### config.mk
export PLATFORM = sky130hd
export DESIGN_NAME = store_stage
export DESIGN_NICKNAME = d
export VERILOG_FILES = /design/src/rtl/keccak_pkg.sv /design/src/rtl/store_datapath.sv /design/src/rtl/store_fsm.sv /design/src/rtl/store_stage.sv
export SDC_FILE = /design/constraint.sdc
export NUM_CORES = 2
export LEC_CHECK = 0
export BUFFER_PORTS_ARGS = -buffer_cell sky130_fd_sc_hd__buf_4
export CORE_AREA = 2 2 560 562
export DETAILED_ROUTE_END_ITERATION = 8
export DIE_AREA = 0 0 562 564
export PLACE_DENSITY = 0.43
export SLEW_MARGIN = 20
export SYNTH_ARGS = -nofsm -noshare
export SYNTH_HDL_FRONTEND = slang
export SYNTH_SLANG_ARGS = --single-unit
export TNS_END_PERCENT = 5
### constraint.sdc
create_clock -name clk -period 84.6 [get_ports clk]
set_clock_uncertainty 0.15 [all_clocks]
set_input_delay 12.69 -clock clk [delete_from_list [all_inputs] [get_ports clk]]
set_output_delay 12.69 -clock clk [all_outputs]
set_load 0.03 [all_outputs]
### src/rtl/keccak_pkg.sv
// keccak_pkg: shared constants and types for the SHAKE core store stage.
//   w               output word width (64)
//   RATE_SHAKE128   SHAKE128 rate in bits (1344, 21 words)
//   RATE_SHAKE256   SHAKE256 rate in bits (1088, 17 words)
//   WPB_128/WPB_256 words per squeezed block for each mode
//   mode_e          operation mode encoding
//   store_state_e   store stage FSM states
//   words_for_size  ceil(size/w) computed without 32-bit overflow
package keccak_pkg;
    localparam int w             = 64;
    localparam int RATE_SHAKE128 = 1344;
    localparam int RATE_SHAKE256 = 1088;
    localparam int WPB_128       = RATE_SHAKE128 / w;
    localparam int WPB_256       = RATE_SHAKE256 / w;
    localparam int WL_W          = 27;  // holds ceil((2^32-1)/64) = 2^26
    localparam int IDX_W         = 5;   // word index within a block, 0..20

    typedef enum logic [1:0] {
        MODE_SHAKE128 = 2'b00,
        MODE_SHAKE256 = 2'b01
    } mode_e;

    typedef enum logic [1:0] {
        ST_IDLE     = 2'd0,
        ST_WAIT_BLK = 2'd1,
        ST_DUMP     = 2'd2,
        ST_DONE     = 2'd3
    } store_state_e;

    // Round up in 33 bits so size=32'hFFFF_FFFF does not wrap.
    function automatic logic [WL_W-1:0] words_for_size(input logic [31:0] size);
        logic [32:0] sum;
        sum = {1'b0, size} + 33'(w - 1);
        return sum[32:$clog2(w)];
    endfunction
endpackage

### src/rtl/store_datapath.sv
// store_datapath: block shift register and job counters for the store stage.
//   Build option STORE_TAIL_MASK_EN: zero bits [W-1:r] of the final word,
//   r = output_size % W (no mask when r == 0). Without it the final word
//   carries raw squeezed state in its unused bits.
// Ports:
//   clk, rst        clock, asynchronous active-high reset
//   block_in        squeezed block, word 0 in bits [W-1:0]
//   output_size     job length in bits, sampled on load_first_i
//   operation_mode  mode, sampled on load_first_i (non-SHAKE128 -> SHAKE256)
//   load_first_i    capture first block, size and mode
//   load_next_i     capture a follow-on block
//   shift_i         word transferred: advance to next word
//   word_o          current word (masked when enabled and final)
//   size_zero_o     output_size == 0 (for the job being started)
//   last_word_o     words_left == 1
//   blk_end_o       word_idx == WPB-1
//   last_blk_o      words_left <= WPB
module store_datapath
    import keccak_pkg::*;
#(
    parameter int W        = w,
    parameter int RATE_MAX = RATE_SHAKE128
) (
    input  logic                clk,
    input  logic                rst,
    input  logic [RATE_MAX-1:0] block_in,
    input  logic [31:0]         output_size,
    input  logic [1:0]          operation_mode,
    input  logic                load_first_i,
    input  logic                load_next_i,
    input  logic                shift_i,
    output logic [W-1:0]        word_o,
    output logic                size_zero_o,
    output logic                last_word_o,
    output logic                blk_end_o,
    output logic                last_blk_o
);
    logic [RATE_MAX-1:0] buffer_q, buffer_d;
    logic [IDX_W-1:0]    word_idx_q, word_idx_d;
    logic [WL_W-1:0]     words_left_q, words_left_d;
    logic                is_128_q, is_128_d;
    logic [IDX_W-1:0]    wpb_m1;
    logic [WL_W-1:0]     wpb;
`ifdef STORE_TAIL_MASK_EN
    localparam int RW = $clog2(W);
    logic [RW-1:0]       tail_r_q, tail_r_d;
`endif

    always_comb begin
        buffer_d     = buffer_q;
        word_idx_d   = word_idx_q;
        words_left_d = words_left_q;
        is_128_d     = is_128_q;
`ifdef STORE_TAIL_MASK_EN
        tail_r_d     = tail_r_q;
`endif
        if (load_first_i || load_next_i) begin
            buffer_d   = block_in;
            word_idx_d = '0;
        end
        if (load_first_i) begin
            words_left_d = words_for_size(output_size);
            is_128_d     = (operation_mode == MODE_SHAKE128);
`ifdef STORE_TAIL_MASK_EN
            tail_r_d     = output_size[RW-1:0];
`endif
        end
        if (shift_i) begin
            buffer_d     = buffer_q >> W;
            word_idx_d   = word_idx_q + IDX_W'(1);
            words_left_d = words_left_q - WL_W'(1);
        end
    end

    always_ff @(posedge clk or posedge rst) begin
        if (rst) begin
            buffer_q     <= '0;
            word_idx_q   <= '0;
            words_left_q <= '0;
            is_128_q     <= 1'b0;
`ifdef STORE_TAIL_MASK_EN
            tail_r_q     <= '0;
`endif
        end else begin
            buffer_q     <= buffer_d;
            word_idx_q   <= word_idx_d;
            words_left_q <= words_left_d;
            is_128_q     <= is_128_d;
`ifdef STORE_TAIL_MASK_EN
            tail_r_q     <= tail_r_d;
`endif
        end
    end

    always_comb begin
        wpb_m1      = is_128_q ? IDX_W'(WPB_128 - 1) : IDX_W'(WPB_256 - 1);
        wpb         = is_128_q ? WL_W'(WPB_128) : WL_W'(WPB_256);
        size_zero_o = (output_size == 32'd0);
        last_word_o = (words_left_q == WL_W'(1));
        blk_end_o   = (word_idx_q == wpb_m1);
        last_blk_o  = (words_left_q <= wpb);
        word_o      = buffer_q[W-1:0];
`ifdef STORE_TAIL_MASK_EN
        if (last_word_o && (tail_r_q != '0))
            word_o = word_o & ~({W{1'b1}} << tail_r_q);
`endif
    end
endmodule

### src/rtl/store_fsm.sv
// store_fsm: control for the store stage.
//   Handshakes: a block is accepted when block_valid_i && block_ready_o in
//   the same cycle; a word is transferred when valid_o && ready_i in the same
//   cycle. Neither side may depend on its own handshake partner combinationally.
// Ports:
//   clk, rst          clock, asynchronous active-high reset
//   block_valid_i     upstream holds a block
//   ready_i           downstream accepts a word
//   size_zero_i       job being started has output_size == 0
//   last_word_i       word on the output is the job's final word
//   blk_end_i         word on the output is the last word of the held block
//   block_ready_o     registered: can capture a block (IDLE / WAIT_BLK)
//   valid_o           registered: word valid (DUMP)
//   job_done_o        registered: one-cycle pulse (DONE)
//   load_first_o      capture the first block of a job (samples size/mode)
//   load_next_o       capture a follow-on block of the current job
//   shift_o           a word was transferred this cycle
//   state_o           current state (debug / observation)
module store_fsm
    import keccak_pkg::*;
(
    input  logic         clk,
    input  logic         rst,
    input  logic         block_valid_i,
    input  logic         ready_i,
    input  logic         size_zero_i,
    input  logic         last_word_i,
    input  logic         blk_end_i,
    output logic         block_ready_o,
    output logic         valid_o,
    output logic         job_done_o,
    output logic         load_first_o,
    output logic         load_next_o,
    output logic         shift_o,
    output store_state_e state_o
);
    store_state_e state_q, state_d;
    logic         block_ready_q, block_ready_d;
    logic         valid_q, valid_d;
    logic         job_done_q, job_done_d;
    logic         accept;
    logic         transfer;

    always_comb begin
        accept       = block_valid_i && block_ready_q;
        transfer     = valid_q && ready_i;
        load_first_o = accept && (state_q == ST_IDLE);
        load_next_o  = accept && (state_q == ST_WAIT_BLK);
        shift_o      = transfer;

        state_d = state_q;
        case (state_q)
            ST_IDLE: begin
                if (accept) state_d = size_zero_i ? ST_DONE : ST_DUMP;
            end
            ST_WAIT_BLK: begin
                if (accept) state_d = ST_DUMP;
            end
            ST_DUMP: begin
                // Job end wins over block end: a final word that is also the
                // block's last word must not wait for another block.
                if (transfer) begin
                    if (last_word_i)    state_d = ST_DONE;
                    else if (blk_end_i) state_d = ST_WAIT_BLK;
                end
            end
            default: state_d = ST_IDLE;
        endcase

        // Outputs decoded from the next state so they are flops aligned with state_q.
        block_ready_d = (state_d == ST_IDLE) || (state_d == ST_WAIT_BLK);
        valid_d       = (state_d == ST_DUMP);
        job_done_d    = (state_d == ST_DONE);
    end

    always_ff @(posedge clk or posedge rst) begin
        if (rst) begin
            state_q       <= ST_IDLE;
            block_ready_q <= 1'b1;
            valid_q       <= 1'b0;
            job_done_q    <= 1'b0;
        end else begin
            state_q       <= state_d;
            block_ready_q <= block_ready_d;
            valid_q       <= valid_d;
            job_done_q    <= job_done_d;
        end
    end

    assign block_ready_o = block_ready_q;
    assign valid_o       = valid_q;
    assign job_done_o    = job_done_q;
    assign state_o       = state_q;
endmodule

### src/rtl/store_stage.sv
// store_stage: last stage of the SHAKE core. Serializes squeezed blocks into
// ceil(output_size/W) W-bit words on a valid/ready output.
//   Build option STORE_TAIL_MASK_EN: zero unused bits of the final word.
// Ports:
//   clk, rst         clock, asynchronous active-high reset
//   block_in         squeezed block, word 0 in bits [W-1:0]
//   block_valid_i    upstream holds a block
//   output_size      job length in bits, sampled on the first block
//   operation_mode   MODE_SHAKE128 / MODE_SHAKE256 (others -> SHAKE256)
//   block_ready_o    stage can capture a block
//   last_block_o     held block is the job's final block (DUMP only)
//   data_out         output word (0 when not valid)
//   valid_o          data_out valid
//   ready_i          downstream accepts word
//   last_o           final word of job (with valid_o)
//   job_done_o       one-cycle pulse after the final transfer
module store_stage
    import keccak_pkg::*;
#(
    parameter int W        = w,
    parameter int RATE_MAX = RATE_SHAKE128
) (
    input  logic                clk,
    input  logic                rst,
    input  logic [RATE_MAX-1:0] block_in,
    input  logic                block_valid_i,
    input  logic [31:0]         output_size,
    input  logic [1:0]          operation_mode,
    output logic                block_ready_o,
    output logic                last_block_o,
    output logic [W-1:0]        data_out,
    output logic                valid_o,
    input  logic                ready_i,
    output logic                last_o,
    output logic                job_done_o
);
    store_state_e state;
    logic         load_first;
    logic         load_next;
    logic         shift;
    logic         size_zero;
    logic         last_word;
    logic         blk_end;
    logic         last_blk;
    logic [W-1:0] word;

    store_fsm u_fsm (
        .clk           (clk),
        .rst           (rst),
        .block_valid_i (block_valid_i),
        .ready_i       (ready_i),
        .size_zero_i   (size_zero),
        .last_word_i   (last_word),
        .blk_end_i     (blk_end),
        .block_ready_o (block_ready_o),
        .valid_o       (valid_o),
        .job_done_o    (job_done_o),
        .load_first_o  (load_first),
        .load_next_o   (load_next),
        .shift_o       (shift),
        .state_o       (state)
    );

    store_datapath #(.W(W), .RATE_MAX(RATE_MAX)) u_dp (
        .clk            (clk),
        .rst            (rst),
        .block_in       (block_in),
        .output_size    (output_size),
        .operation_mode (operation_mode),
        .load_first_i   (load_first),
        .load_next_i    (load_next),
        .shift_i        (shift),
        .word_o         (word),
        .size_zero_o    (size_zero),
        .last_word_o    (last_word),
        .blk_end_o      (blk_end),
        .last_blk_o     (last_blk)
    );

    // Gating keeps data_out at 0 outside DUMP, matching its reset value.
    assign data_out     = valid_o ? word : '0;
    assign last_o       = valid_o && last_word;
    assign last_block_o = (state == ST_DUMP) && last_blk;
endmodule

After elaboration in Yosys (flattened, before gate mapping)
Index checks and enable logic that the tools add are counted.
Storage, ports and cells
  memory bits (read-only): 0
  latch bits: 0
  register bits after elaboration: 1382
  memories kept: 0
  input port bits: 1382
  RAM bits: 0
Operators by class
  div/mod/pow operators: 0
  bitwise logic cells: 0
  shifts and indexed selects: 0
  eq/ne operators: 7
  $lt $le $gt $ge: 1
  add/sub/neg operators: 3
  multiply operators: 0
  muxes and demuxes: 16
  reduce and logical (&&, ||, !) cells: 14
Operators by type and width (number)
  two-way mux 1344 bit: 2
  two-way mux 64 bit: 1
  two-way mux 27 bit: 2
  adder 32 x 6 -> 33 bit, second input constant: 1
  logical NOT 32 bit: 1
  equality test 27 x 1 -> 1 bit, second input constant: 1
  <= comparator 27 bit: 1
  subtractor 27 x 1 -> 27 bit, second input constant: 1
  two-way mux 2 bit: 5
  two-way mux 5 bit: 2
  equality test 2 bit, second input constant: 3
  logical AND 1 bit: 6
  logical NOT 2 bit: 3
  two-way mux 3 bit: 2
  one-hot mux 2 bit (3 select lines): 1
  adder 5 x 1 -> 5 bit, second input constant: 1
  equality test 5 bit: 1
  equality test 2 x 1 -> 1 bit, second input constant: 2
  nonzero test 2 bit: 2
  logical OR 1 bit: 2
  two-way mux 1 bit: 1

Depth between registers and ports, before layout
  depth after elaboration: 8
  depth in mapped cells: 8
  gate-level depth less buffers: 7

Hierarchy
From an unflattened synthesis, not the netlist that was laid out.
Unflattened totals
  cell total of the unflattened synthesis: 6297
  area, all modules: 64363.0 um^2
Modules (own cells, without submodules)
  store_datapath: times used 1, area each 63623.5 um^2, cells an instance 6199
  store_stage: times used 1, area each 488.0 um^2, cells an instance 73
  store_fsm: times used 1, area each 251.5 um^2, cells an instance 25

Worst setup path after synthesis
No wires, ideal clock.
  path kind: reg2out
  start: register u_dp.words_left_q[8]
  end: output port last_o
  stages on the path, launching flop included: 4
  data arrival time: 2021 ps
  required time: 71760 ps
  slack: 69739 ps
  path through: dfrtp_1 nor4_2 nand4b_1 nor4_1
Between the ends
  word-level cells in the longest chain between the ends: 2
Ends and longest elaborated chain
  from (decl): RTL line store_datapath.sv:40  | logic [WL_W-1:0] words_left_q, words_left_d;
  from (signal assigned): RTL line store_datapath.sv:87  | words_left_q <= words_left_d;
  equality test 27 x 1 -> 1 bit: RTL line store_datapath.sv:99  | last_word_o = (words_left_q == WL_W'(1));
  logical AND 1 bit: RTL line store_stage.sv:82  | assign last_o = valid_o && last_word;
  to (decl): RTL line store_stage.sv:34  | output logic last_o,
Every way passes these cells.

Worst setup path after layout
  start: input port ready_i
  end: register u_dp.buffer_q[819]
Between the ends
  word-level cells in the longest chain between the ends: 2
  elaborated cells on any way between the ends: 3
  classes of those cells: mux (1); reduce/logical (2)
Ends and longest elaborated chain
  from (decl): RTL line store_stage.sv:33  | input logic ready_i,
  logical AND 1 bit *: RTL line store_fsm.sv:46  | transfer = valid_q && ready_i;
  two-way mux 1344 bit / nonzero test 2 bit (equally long branches)
  to (signal assigned): RTL line store_datapath.sv:85  | buffer_q <= buffer_d;
  to (decl): RTL line store_datapath.sv:38  | logic [RATE_MAX-1:0] buffer_q, buffer_d;
Every way passes the cells marked *; elsewhere a longest branch is shown, timed or not.
A chain may end at the register's enable or synchronous reset.

==> out/results.tsv <==
stage	metric	value	unit
drt	first_iter_violations	5415	
clocking	cts.sinks	1382	
synthesis	yosysWarnings	0	
timing	drv_slew	0	
synthesis	ys_types	58	
synthesis	avgSynthCellArea	8.128	um2
drt	firstDrtPassIters	6	
setup_path	critPathArrivalTime	19280	ps
power	powerDensity	35.01	nW/um2
drt	wire_per_inst	25.60	um
floorplanning	io-pin-count	1451	
synthesis	yosysSeqAreaShare	55.49	%
timing	hold_viol_final	0	
clocking	numCtsBuffers	175	
synthesis	yosys.area_share.adder	0.1004	%
drt	num_vias	60250	
grt	track_usage	20.26	%
drt	vias_per_cell	4.606	
drt	drt-total-wl	334.9	mm
synthesis	mappedNetlistArea	62330	um2
drt	antenna_left	0	
timing	rsz0062_at_grt	no	
setup_path	reg2reg_setup_slack	76980	ps
placed_design	place.gp.congestion	0.8812	
synthesis	ys_seq_elements	1382	
run_status	outcome	finished, final reports clean	
grt	grt_max_degree	245	
synthesis	synth_nets	9055	
synthesis	synth_compound_area_share	14.24	%
setup_path	path_class	primary input to flip-flop	
timing	worst_slew_pin_slew	1159	ps
placed_design	dp_hpwl	259.7	mm
power	p_total	2.905	mW
grt	busiest_layer	met2	
layout	finalNetCount	10150	
grt	met2_usage	35.00	%
min_path	hold_depth	2	
timing	min_period_over_period	22.11	%
synthesis	synth_top_family_by_area	simple AND/OR/NAND/NOR gates	
floorplanning	chipHeight	564	um
placed_design	port_buffers	1450	
timing	setup_viol	0	
setup_path	cp_max_fo	161	
synthesis	synthXorXnorAreaFrac	0.3513	%
timing	max_freq	0.05345	GHz
setup_path	r2r_cells	11	
min_path	hold_start	u_dp.buffer_q[978]	
floorplanning	die_w	562	um
setup_path	r2r-start	u_fsm.valid_o	
layout	finalInstanceArea	82970	um2
grt	gr-usage-met1	24.05	%
power	ir_drop	15.89	uV
synthesis	synthMuxAreaShare	0.05219	%
synthesis	post-synth-top-count-cell	nand2_1	
grt	grt_pass1_vias	59920	
synthesis	synthTopCellsByCount	nand2_1, dfrtp_1, nor2_1	
min_path	min_delay_worst_endpoint	u_dp.buffer_q[914]	
clocking	holdBufCountCts	0	
clocking	cts_resized	0	
floorplanning	num_rows	205	
timing	period_needed	18710	ps
drt	drc	0	
layout	fin_util	26.69	%
timing	relSlewSlack	22.75	%
floorplanning	core	310900	um2
floorplanning	dieArea	317000	um2
setup_path	endpoint_kind	flip-flop	
setup_path	timing.rr.end	u_dp.buffer_q[50]	
clocking	ctsLongestPathBuffers	4	
min_path	hold_class	flip-flop to flip-flop	
synthesis	synth_top_area_share	55.45	%
grt	use_met3	5.637	%
clocking	clkLatencyLatePin	840	ps
layout	synthToLayoutAreaGrowth	33.11	%
grt	antenna_found_initial	142	
grt	overflow	0	
synthesis	yosysTopAreaCell	dfrtp_1	
synthesis	synth.area.top_cells	dfrtp_1, nand2_1, a31oi_1	
setup_path	crit_path_start_kind	primary input	
flow_run	drv_cap	0	
layout	nFillCells	34350	
floorplanning	start_util	20.05	%
placed_design	postPlaceCellArea	76850	um2
clocking	cts_root_buf	clkbuf_16	
layout	seq_area	34590	um2
clocking	clk_pin_slew_worst_paths	60	ps
synthesis	synth_ff_type	dfrtp_1	
power	p_leak	36.64	nW
clocking	cts_setup_buffers	0	
setup_path	worstPathRequired	85170	ps
timing	setup_tns	0	ps
synthesis	synthSimpleGateAreaFrac	26.00	%
synthesis	async_flop_share	100.0	%
synthesis	synthCells	7668	
synthesis	synth-edff-count	0	
clocking	htreeDepth	4	
grt	grt_pass1_wl	459.2	mm
layout	layout-drive-gt1-share	20.43	%
layout	multi_input_area	25420	um2
clocking	cts_tree	done	
routing by layer:
layer	vias to the layer above	part of all wire (%)
met5	-	0.25
li1	27900	-
met3	508	7.3
met4	130	3.5
met1	29750	40
met2	1966	49
stage by stage:
step,hold slack (ps),instances,setup slack [ps]
6_report,355.8,13080,65890
5_1_grt,379.2,13060,65580
4_1_cts,342.8,13040,66080
3_5_place_dp,366.1,12720,65200
3_3_place_gp,360.4,12720,65230
2_1_floorplan,322.7,7668,32790
worst max-delay path, cell delays in order:
cell and delay [ps]:
buf_4 130, nand2_4 390, buf_4 490, buf_4 670
buf_4 750, buf_4 800, buf_12 560, buf_4 660
buf_4 620, buf_4 700, nand2_1 140, a31oi_1 210
registers in the layout, summed over array words and instances (netlist names):
name,flops
u_dp.is_128_q,1
u_fsm.block_ready_o,1
u_fsm.job_done_o,1
u_dp.words_left_q,27
u_fsm.state_o,2
u_dp.buffer_q,1344
u_dp.word_idx_q,5
u_fsm.valid_o,1
cell type report:
| class | instances | area share, % |
|---|---|---|
| repair buffers | 1530 | 14.05 |
| flip-flops and latches | 1382 | 41.69 |
| clock buffers | 267 | 6.299 |
| multi-input cells | 5661 | 30.64 |
| inverters | 8 | 0.04524 |
| well taps | 4140 | 6.244 |
| diodes | 44 | 0.1327 |
| clock inverters | 50 | 0.9049 |
placed cells by master (no fill, tap or decap), drive strengths merged, types with 21 or more instances in the layout:
| master | instances |
|---|---|
| a21oi | 90 |
| a31oi | 1280 |
| and2 | 69 |
| buf | 1530 |
| clkbuf | 267 |
| clkinv | 25 |
| dfrtp | 1381 |
| diode | 44 |
| nand2 | 2718 |
| nor2 | 1309 |
| xor2 | 21 |
power by group:
| part | internal (mW) | switching, mW |
|---|---|---|
| logic | 0.319 | 0.604 |
| clock network | 0.465 | 0.323 |
| registers | 0.955 | 0.238 |
worst max-delay path by stage:
stage	slack, ps	to	start
6_report	65890	u_dp.buffer_q[819]	ready_i
5_1_grt	65580	u_dp.buffer_q[53]	block_valid_i
4_1_cts	66080	u_dp.buffer_q[819]	ready_i
3_5_place_dp	65200	u_dp.buffer_q[819]	ready_i
3_3_place_gp	65230	u_dp.buffer_q[824]	ready_i
2_1_floorplan	32790	u_dp.buffer_q[0]	rst
logic make-up after synthesis:
kind of cell,after synthesis
DFF,1382
muxes,3
xor gates and xnor gates,25
adders and majority gates,5
AOI/OAI and AO/OA,1429
buffers and inverters,625
and+or+nand+nor,4199
No activity file was read; power rests on OpenSTA's default activity.
